### src/rtl/id_ex_pipeline_register.sv
`default_nettype none
// ============================================================================
// Module      : id_ex_pipeline_register
// Description : Decode -> Execute pipeline register for the 5-stage RISC-V
//               core. Holds operands, immediate, PC values, register
//               addresses, ALU/memory/branch controls and the EX-stage mux
//               selects. Supports stall (hold), flush (bubble), a same-cycle
//               write-back bypass into both captured operands, and detection
//               and neutralisation of mux select codes that have no input.
// Revision    : 1.0 - initial release
// ============================================================================
module id_ex_pipeline_register #(
  parameter int DATA_WIDTH     = 32,
  parameter int REG_ADDR_WIDTH = 5,
  parameter int ALUOP_WIDTH    = 5
) (
  input  logic                      CLK,
  input  logic                      RESET,
  input  logic                      STALL,
  input  logic                      FLUSH,

  input  logic [DATA_WIDTH-1:0]     PC_IN,
  input  logic [DATA_WIDTH-1:0]     PC4_IN,
  input  logic [DATA_WIDTH-1:0]     DATA1_IN,
  input  logic [DATA_WIDTH-1:0]     DATA2_IN,
  input  logic [DATA_WIDTH-1:0]     IMM_IN,
  input  logic [REG_ADDR_WIDTH-1:0] RS1_IN,
  input  logic [REG_ADDR_WIDTH-1:0] RS2_IN,
  input  logic [REG_ADDR_WIDTH-1:0] RD_IN,
  input  logic                      MUX1_SEL_IN,
  input  logic [2:0]                MUX2_SEL_IN,
  input  logic                      MUX3_SEL_IN,
  input  logic [1:0]                MUX4_SEL_IN,
  input  logic                      MUX5_SEL_IN,
  input  logic [ALUOP_WIDTH-1:0]    ALUOP_IN,
  input  logic                      REG_WRITE_IN,
  input  logic                      MEM_READ_IN,
  input  logic                      MEM_WRITE_IN,
  input  logic [2:0]                FUNCT3_IN,
  input  logic [3:0]                BRANCH_JUMP_IN,
  input  logic                      VALID_IN,

  input  logic                      WB_WRITE_EN,
  input  logic [REG_ADDR_WIDTH-1:0] WB_RD,
  input  logic [DATA_WIDTH-1:0]     WB_DATA,

  output logic [DATA_WIDTH-1:0]     PC_OUT,
  output logic [DATA_WIDTH-1:0]     PC4_OUT,
  output logic [DATA_WIDTH-1:0]     DATA1_OUT,
  output logic [DATA_WIDTH-1:0]     DATA2_OUT,
  output logic [DATA_WIDTH-1:0]     IMM_OUT,
  output logic [REG_ADDR_WIDTH-1:0] RS1_OUT,
  output logic [REG_ADDR_WIDTH-1:0] RS2_OUT,
  output logic [REG_ADDR_WIDTH-1:0] RD_OUT,
  output logic                      MUX1_SEL_OUT,
  output logic [2:0]                MUX2_SEL_OUT,
  output logic                      MUX3_SEL_OUT,
  output logic [1:0]                MUX4_SEL_OUT,
  output logic                      MUX5_SEL_OUT,
  output logic [ALUOP_WIDTH-1:0]    ALUOP_OUT,
  output logic                      REG_WRITE_OUT,
  output logic                      MEM_READ_OUT,
  output logic                      MEM_WRITE_OUT,
  output logic [2:0]                FUNCT3_OUT,
  output logic [3:0]                BRANCH_JUMP_OUT,
  output logic                      VALID_OUT,
  output logic                      ILLEGAL_SEL_OUT
);

  // mux2 has five inputs (codes 0..4); mux4 has three (codes 0..2)
  localparam logic [2:0] C_MUX2_LAST    = 3'd4;
  localparam logic [1:0] C_MUX4_ILLEGAL = 2'd3;
  localparam logic [REG_ADDR_WIDTH-1:0] C_X0 = '0;

  // Everything the slot carries; an all-zero value is both the reset state
  // and a bubble (no write, no memory access, no branch, all muxes input 1).
  typedef struct packed {
    logic [DATA_WIDTH-1:0]     pc;
    logic [DATA_WIDTH-1:0]     pc4;
    logic [DATA_WIDTH-1:0]     data1;
    logic [DATA_WIDTH-1:0]     data2;
    logic [DATA_WIDTH-1:0]     imm;
    logic [REG_ADDR_WIDTH-1:0] rs1;
    logic [REG_ADDR_WIDTH-1:0] rs2;
    logic [REG_ADDR_WIDTH-1:0] rd;
    logic                      mux1_sel;
    logic [2:0]                mux2_sel;
    logic                      mux3_sel;
    logic [1:0]                mux4_sel;
    logic                      mux5_sel;
    logic [ALUOP_WIDTH-1:0]    aluop;
    logic                      reg_write;
    logic                      mem_read;
    logic                      mem_write;
    logic [2:0]                funct3;
    logic [3:0]                branch_jump;
    logic                      valid;
    logic                      illegal_sel;
  } payload_t;

  payload_t payload_d;
  payload_t payload_q;

  logic w_bypass1;
  logic w_bypass2;
  logic w_mux2_bad;
  logic w_mux4_bad;
  logic w_illegal;

  // Classify the incoming selects and decide whether write-back data must
  // replace either register-file operand (x0 is hardwired, never bypassed).
  always_comb begin
    w_mux2_bad = (MUX2_SEL_IN > C_MUX2_LAST);
    w_mux4_bad = (MUX4_SEL_IN == C_MUX4_ILLEGAL);
    w_illegal  = VALID_IN & (w_mux2_bad | w_mux4_bad);
    w_bypass1  = WB_WRITE_EN & (WB_RD != C_X0) & (WB_RD == RS1_IN);
    w_bypass2  = WB_WRITE_EN & (WB_RD != C_X0) & (WB_RD == RS2_IN);
  end

  // Assemble the value captured on a normal (non-stalled, non-flushed) edge.
  // Undefined selects are zeroed whether or not the slot is valid; the side
  // effects are only suppressed (and the flag raised) for a real instruction.
  always_comb begin
    payload_d             = '0;
    payload_d.pc          = PC_IN;
    payload_d.pc4         = PC4_IN;
    payload_d.data1       = w_bypass1 ? WB_DATA : DATA1_IN;
    payload_d.data2       = w_bypass2 ? WB_DATA : DATA2_IN;
    payload_d.imm         = IMM_IN;
    payload_d.rs1         = RS1_IN;
    payload_d.rs2         = RS2_IN;
    payload_d.rd          = RD_IN;
    payload_d.mux1_sel    = MUX1_SEL_IN;
    payload_d.mux2_sel    = w_mux2_bad ? 3'd0 : MUX2_SEL_IN;
    payload_d.mux3_sel    = MUX3_SEL_IN;
    payload_d.mux4_sel    = w_mux4_bad ? 2'd0 : MUX4_SEL_IN;
    payload_d.mux5_sel    = MUX5_SEL_IN;
    payload_d.aluop       = ALUOP_IN;
    payload_d.reg_write   = REG_WRITE_IN   & ~w_illegal;
    payload_d.mem_read    = MEM_READ_IN    & ~w_illegal;
    payload_d.mem_write   = MEM_WRITE_IN   & ~w_illegal;
    payload_d.funct3      = FUNCT3_IN;
    payload_d.branch_jump = w_illegal ? 4'd0 : BRANCH_JUMP_IN;
    payload_d.valid       = VALID_IN;
    payload_d.illegal_sel = w_illegal;
  end

  // Slot update with priority reset > flush > stall > capture.
  always_ff @(posedge CLK) begin
    if (RESET) begin
      payload_q <= '0;
    end else if (FLUSH) begin
      payload_q <= '0;
    end else if (!STALL) begin
      payload_q <= payload_d;
    end
  end

  assign PC_OUT          = payload_q.pc;
  assign PC4_OUT         = payload_q.pc4;
  assign DATA1_OUT       = payload_q.data1;
  assign DATA2_OUT       = payload_q.data2;
  assign IMM_OUT         = payload_q.imm;
  assign RS1_OUT         = payload_q.rs1;
  assign RS2_OUT         = payload_q.rs2;
  assign RD_OUT          = payload_q.rd;
  assign MUX1_SEL_OUT    = payload_q.mux1_sel;
  assign MUX2_SEL_OUT    = payload_q.mux2_sel;
  assign MUX3_SEL_OUT    = payload_q.mux3_sel;
  assign MUX4_SEL_OUT    = payload_q.mux4_sel;
  assign MUX5_SEL_OUT    = payload_q.mux5_sel;
  assign ALUOP_OUT       = payload_q.aluop;
  assign REG_WRITE_OUT   = payload_q.reg_write;
  assign MEM_READ_OUT    = payload_q.mem_read;
  assign MEM_WRITE_OUT   = payload_q.mem_write;
  assign FUNCT3_OUT      = payload_q.funct3;
  assign BRANCH_JUMP_OUT = payload_q.branch_jump;
  assign VALID_OUT       = payload_q.valid;
  assign ILLEGAL_SEL_OUT = payload_q.illegal_sel;

endmodule
`default_nettype wire

### config.mk
export PLATFORM = sky130hd
export DESIGN_NAME = id_ex_pipeline_register
export DESIGN_NICKNAME = d
export VERILOG_FILES = /design/src/rtl/id_ex_pipeline_register.sv
export SDC_FILE = /design/constraint.sdc
export NUM_CORES = 1
export LEC_CHECK = 0
export BUFFER_PORTS_ARGS = -buffer_cell sky130_fd_sc_hd__buf_2
export CAP_MARGIN = 40
export CORE_AREA = 2 2 169 171
export CTS_CLUSTER_DIAMETER = 50
export CTS_CLUSTER_SIZE = 8
export DETAILED_ROUTE_END_ITERATION = 7
export DIE_AREA = 0 0 171 173
export GPL_ROUTABILITY_DRIVEN = 0
export GPL_TIMING_DRIVEN = 0
export PLACE_DENSITY = 0.56
export SKIP_CTS_REPAIR_TIMING = 1
export SYNTH_ARGS = -nofsm -noshare
export SYNTH_HDL_FRONTEND = slang
export SYNTH_SLANG_ARGS = --single-unit
### constraint.sdc
create_clock -name CLK -period 2 [get_ports CLK]
set_input_delay 0.4 -clock CLK [delete_from_list [all_inputs] [get_ports CLK]]
set_output_delay 0.4 -clock CLK [all_outputs]
set_load 0.02 [all_outputs]
# Word level (Yosys, flattened, before mapping)
# Index checks and enable logic that the tools add are counted.
dict set report classes {
  n_lt_le_gt_ge 1
  n_eq_ne 3
  n_mux 5
  n_bitwise 9
  reduce_logical 2
}
# op n
set ops {}
lappend ops {{32-bit two-way mux} 2}
lappend ops {{5-bit == test} 2}
lappend ops {{1-bit bitwise AND} 7}
lappend ops {{5-bit nonzero test} 1}
lappend ops {{4-bit two-way mux} 1}
lappend ops {{3-bit greater-than comparator, second input constant} 1}
lappend ops {{3-bit two-way mux} 1}
lappend ops {{2-bit == test, second input constant} 1}
lappend ops {{2-bit two-way mux} 1}
lappend ops {{2-bit OR reduction} 1}
lappend ops {{1-bit NOT} 1}
lappend ops {{1-bit bitwise OR} 1}
dict set report word_totals {
  ff_bits 200
  inputBits 241
  out_inout_bits 200
  elab_cells 41
}

# Depth between registers and ports, before layout
dict set report depth {
  word_depth 5
  ltp_mapped 6
  ltp_nobuf 4
}

# Worst setup path before layout
# Ideal clock, no wire load.
dict set report synth_path {
  path_kind {input port to flip-flop}
  startpoint {in WB_RD[1]}
  endpoint {reg payload_q, in the netlist DATA2_OUT[10]}
  setup_time_ns 0.130
  t_arrival_ns 1.697
  required_ns 1.870
  slack_ns 0.173
  cell_stages 6
  n_path_buf 2
  path_cell_list {or4_1 > o21a_1 > buf_4 > buf_6 > a311oi_1 > a211oi_2}
}
dict set report synth_between {
  elab_chain_len 4
  elab_cells_between_ends 5
  classes_between {1 x eq/ne; 1 x mux; 2 x bitwise; 1 x reduce/logical}
}
# element line_no
set synth_lines {}
lappend synth_lines {{start: declaration} 44} ;# input logic [REG_ADDR_WIDTH-1:0] WB_RD,
lappend synth_lines {{5-bit nonzero test} 117} ;# w_bypass2 = WB_WRITE_EN & (WB_RD != C_X0) & (WB_RD == RS2_IN);
lappend synth_lines {{1-bit bitwise AND} 117}
lappend synth_lines {{1-bit bitwise AND *} 117}
lappend synth_lines {{32-bit two-way mux *} 128} ;# payload_d.data2 = w_bypass2 ? WB_DATA : DATA2_IN;
lappend synth_lines {{end signal: assignment} 155} ;# payload_q <= payload_d;
lappend synth_lines {{end: declaration} 102} ;# payload_t payload_q;
# Mark *: on every way between the ends. The rest lies on a longest branch, timed or not.
# A chain may end at the register's enable or synchronous reset.

# Final worst setup path
dict set report layout_path {
  startpoint {in RS2_IN[2]}
  endpoint {reg payload_q, in the netlist DATA2_OUT[25]}
}
dict set report layout_between {
  elab_chain_len 3
}
# element line_no
set layout_lines {}
lappend layout_lines {{start: declaration} 28} ;# input logic [REG_ADDR_WIDTH-1:0] RS2_IN,
lappend layout_lines {{5-bit == test} 117}
lappend layout_lines {{1-bit bitwise AND} 117}
lappend layout_lines {{32-bit two-way mux} 128}
# Every way passes these cells.

==> results.json <==
{
  "finalMaxSlewViolations": 0,
  "cp-startpoint": "RS2_IN[2]",
  "period_minus_slack_ps": 1904,
  "cp.arrival_ps": 2250,
  "dp_cells": 1635,
  "grt-ovfl-total": 0,
  "period_share_pct": 95.22,
  "worstReg2RegStart": "DATA1_OUT[31]",
  "die_area_um2": 29580,
  "cts.htree.levels": 4,
  "seqCellArea_um2": 4004,
  "cts_buffer_depth": 2,
  "min_path_type": "in2reg",
  "multiInputGateArea_um2": 3719,
  "die_y_um": 173,
  "combinationalPowerShare_pct": 15.2,
  "power_density_nw_per_um2": 806.7,
  "setup_viol": 0,
  "insertion_delay_ps": 430,
  "dpl_worst_slack_ps": -315.4,
  "r2r_slack_ps": 1170,
  "final_common_cell": "buf_2",
  "syn_nets": 1057,
  "dieWidth_um": 171,
  "seqPwrFrac_pct": 45.4,
  "seq_area_frac_synth_pct": 49.16,
  "synthXorXnorAreaFrac_pct": 1.075,
  "p_sw_uw": 2820,
  "fill_cells": 2895,
  "rows": 61,
  "max_cap_violations": 0,
  "clk_root_buffer_cell": "clkbuf_16",
  "grt_max_degree": 23,
  "drt_iter0_markers": 390,
  "timing.fmax_mhz": 525.1,
  "final_cell_mix": "buf_2 (451), dfxtp_1 (200), nor2_1 (165), mux2i_1 (123), o21ai_0 (65)",
  "fin_cells": 1670,
  "port_buffers": 439,
  "finalHoldViolCount": 0,
  "route.detailed.drc": 0,
  "whs_ps": 184.8,
  "finalClockSkew_ps": 0,
  "synthSimpleGateAreaFrac_pct": 9.279,
  "dr.pass1.iters": 7,
  "switching_share_pct": 30.53,
  "synthMuxAreaShare_pct": 15.12,
  "pin_count": 441,
  "coreArea_um2": 27630,
  "vias_per_cell": 4.856,
  "wl_um": 32610,
  "leakage_uw": 0.005421,
  "syn_inst": 816,
  "vias": 8110,
  "synth_top_area_share_pct": 49.16,
  "worstSetupEndpointType": "register",
  "hpwlAfterDp_um": 25350,
  "synthTopCellsByArea": "dfxtp_1 (49%), mux2i_1 (15%), nor2_1 (7.6%), a311oi_1 (6.9%), a211oi_2 (5.8%)",
  "crit_fanout": 10,
  "relSlewSlack_pct": 46.55,
  "area_growth_pct": 40.61,
  "ys_ff_latch": 200,
  "antenna_found_initial": 9,
  "grt_pass1_wl_um": 47480,
  "cts_tree": "done",
  "synthesis.area_um2": 8144,
  "synthAdderAreaFrac_pct": 0,
  "clkPwrFrac_pct": 39.3,
  "postRouteAntennaNets": 0,
  "finalCoreUtilization_pct": 41.45,
  "hold_start": "PC_IN[20]",
  "tightest_slew_ps": 798.8,
  "synth_cell_types": 26,
  "drive_above_1_share_pct": 41.58,
  "rsz0062_at_grt": "false",
  "fin_nets": 1517,
  "initial_core_util_pct": 29.48,
  "required_ps": 2340,
  "synth_top_family_by_area": "compound AO/OA/AOI/OAI gates",
  "clkTransAtPathRegs_ps": 100,
  "p_int_uw": 6417,
  "wl_per_cell_um": 19.52,
  "critPathKind": "in2reg",
  "yosys.area.top_type": "dfxtp_1",
  "numCtsBuffers": 17,
  "syn_area_per_cell_um2": 9.980,
  "synth_warnings": 0,
  "outcome": "finished clean",
  "grt_pass1_vias": 8079,
  "synth_compound_area_share_pct": 20.19,
  "globalRouteTotalUtil_pct": 20.91,
  "fin_ws_ps": 95.65,
  "start_kind": "primary input",
  "tns_ps": 0,
  "ir_drop_uv": 414.7,
  "cts_num_sinks": 200
}
## area by class of cell
type                       count  area share, %
inverter                       1        0.03278
buffer                        83          3.649
clock buffer                  18          3.835
sequential                   200          34.96
multi-input combinational    532          32.47
clock inverter                14          1.573
timing repair buffer         441          19.27
tap                          378          4.130
antenna                        3        0.06556
## power groups by stage
stage               clock, uW  combinational [uW]  sequential [uW]
CTS                      3740                1420             4200
global placement            0                1410             4280
finish                   3630                1410             4200
global route             3900                1520             4210
detailed placement          0                1410             4290
floorplan                   0                 600             4460
## synthesized netlist by cell type
cell type  count
nand2_1        9
inv_1          1
buf_4          1
buf_1         10
nor3_1         2
a22oi_1        1
clkbuf_1      50
or4_1          1
and3_1         2
buf_2         10
nand3_1        7
buf_6         12
a211oi_2      38
o21ai_0       65
nor2_1       165
nor3b_1        3
o21a_1         2
a211oi_1      26
or2_2          1
mux2i_1      123
nor4b_1        1
a21bo_2        1
a21oi_1       11
xor2_1        10
a311oi_1      64
dfxtp_1      200
## flip-flops by register name, summed over array words and instances (netlist names), 2 cells and up
name,cells
DATA2_OUT,32
RD_OUT,5
IMM_OUT,32
RS1_OUT,5
FUNCT3_OUT,3
BRANCH_JUMP_OUT,4
PC_OUT,32
DATA1_OUT,32
ALUOP_OUT,5
PC4_OUT,32
MUX4_SEL_OUT,2
RS2_OUT,5
MUX2_SEL_OUT,3
## through the flow
step                area (um2)  total power [uW]
floorplan                 8144              5058
global placement         10810              5689
detailed placement       10820              5700
CTS                      11440              9354
global route             11450              9630
finish                   11450              9237
## worst paths after layout
kind                        end  depth (start not counted)
min reg2reg  BRANCH_JUMP_OUT[3]                          2
max reg2reg       DATA1_OUT[31]                          2
min                  PC_OUT[20]                          3
max               DATA2_OUT[25]                          7
## cells by family (layout without fill, tap and decap cells)
kind of cell,Yosys count,in the layout
AO/OA/AOI/OAI,208,208
XOR/XNOR,10,10
buffers and inverters,84,557
flip-flops,200,200
multiplexers,123,123
other,0,3
AND/OR/NAND/NOR,191,191
## critical path: stages
cell      delay, ps
buf_2           110
xor2_1          150
nor3_1          380
buf_2           280
buf_1           470
a311oi_1        220
a211oi_2        230
## routing by layer
metal | vias to the layer above | track usage [%] | part of all wire (%)
met3 | 42 | 7.347 | 9.1
met1 | 3825 | 23.30 | 39
met2 | 354 | 37.18 | 49
met4 | 8 | 6.144 | 2.2
met5 | - | 0 | 0.14
li1 | 3881 | - | -
(Power assumes the default switching activity.)
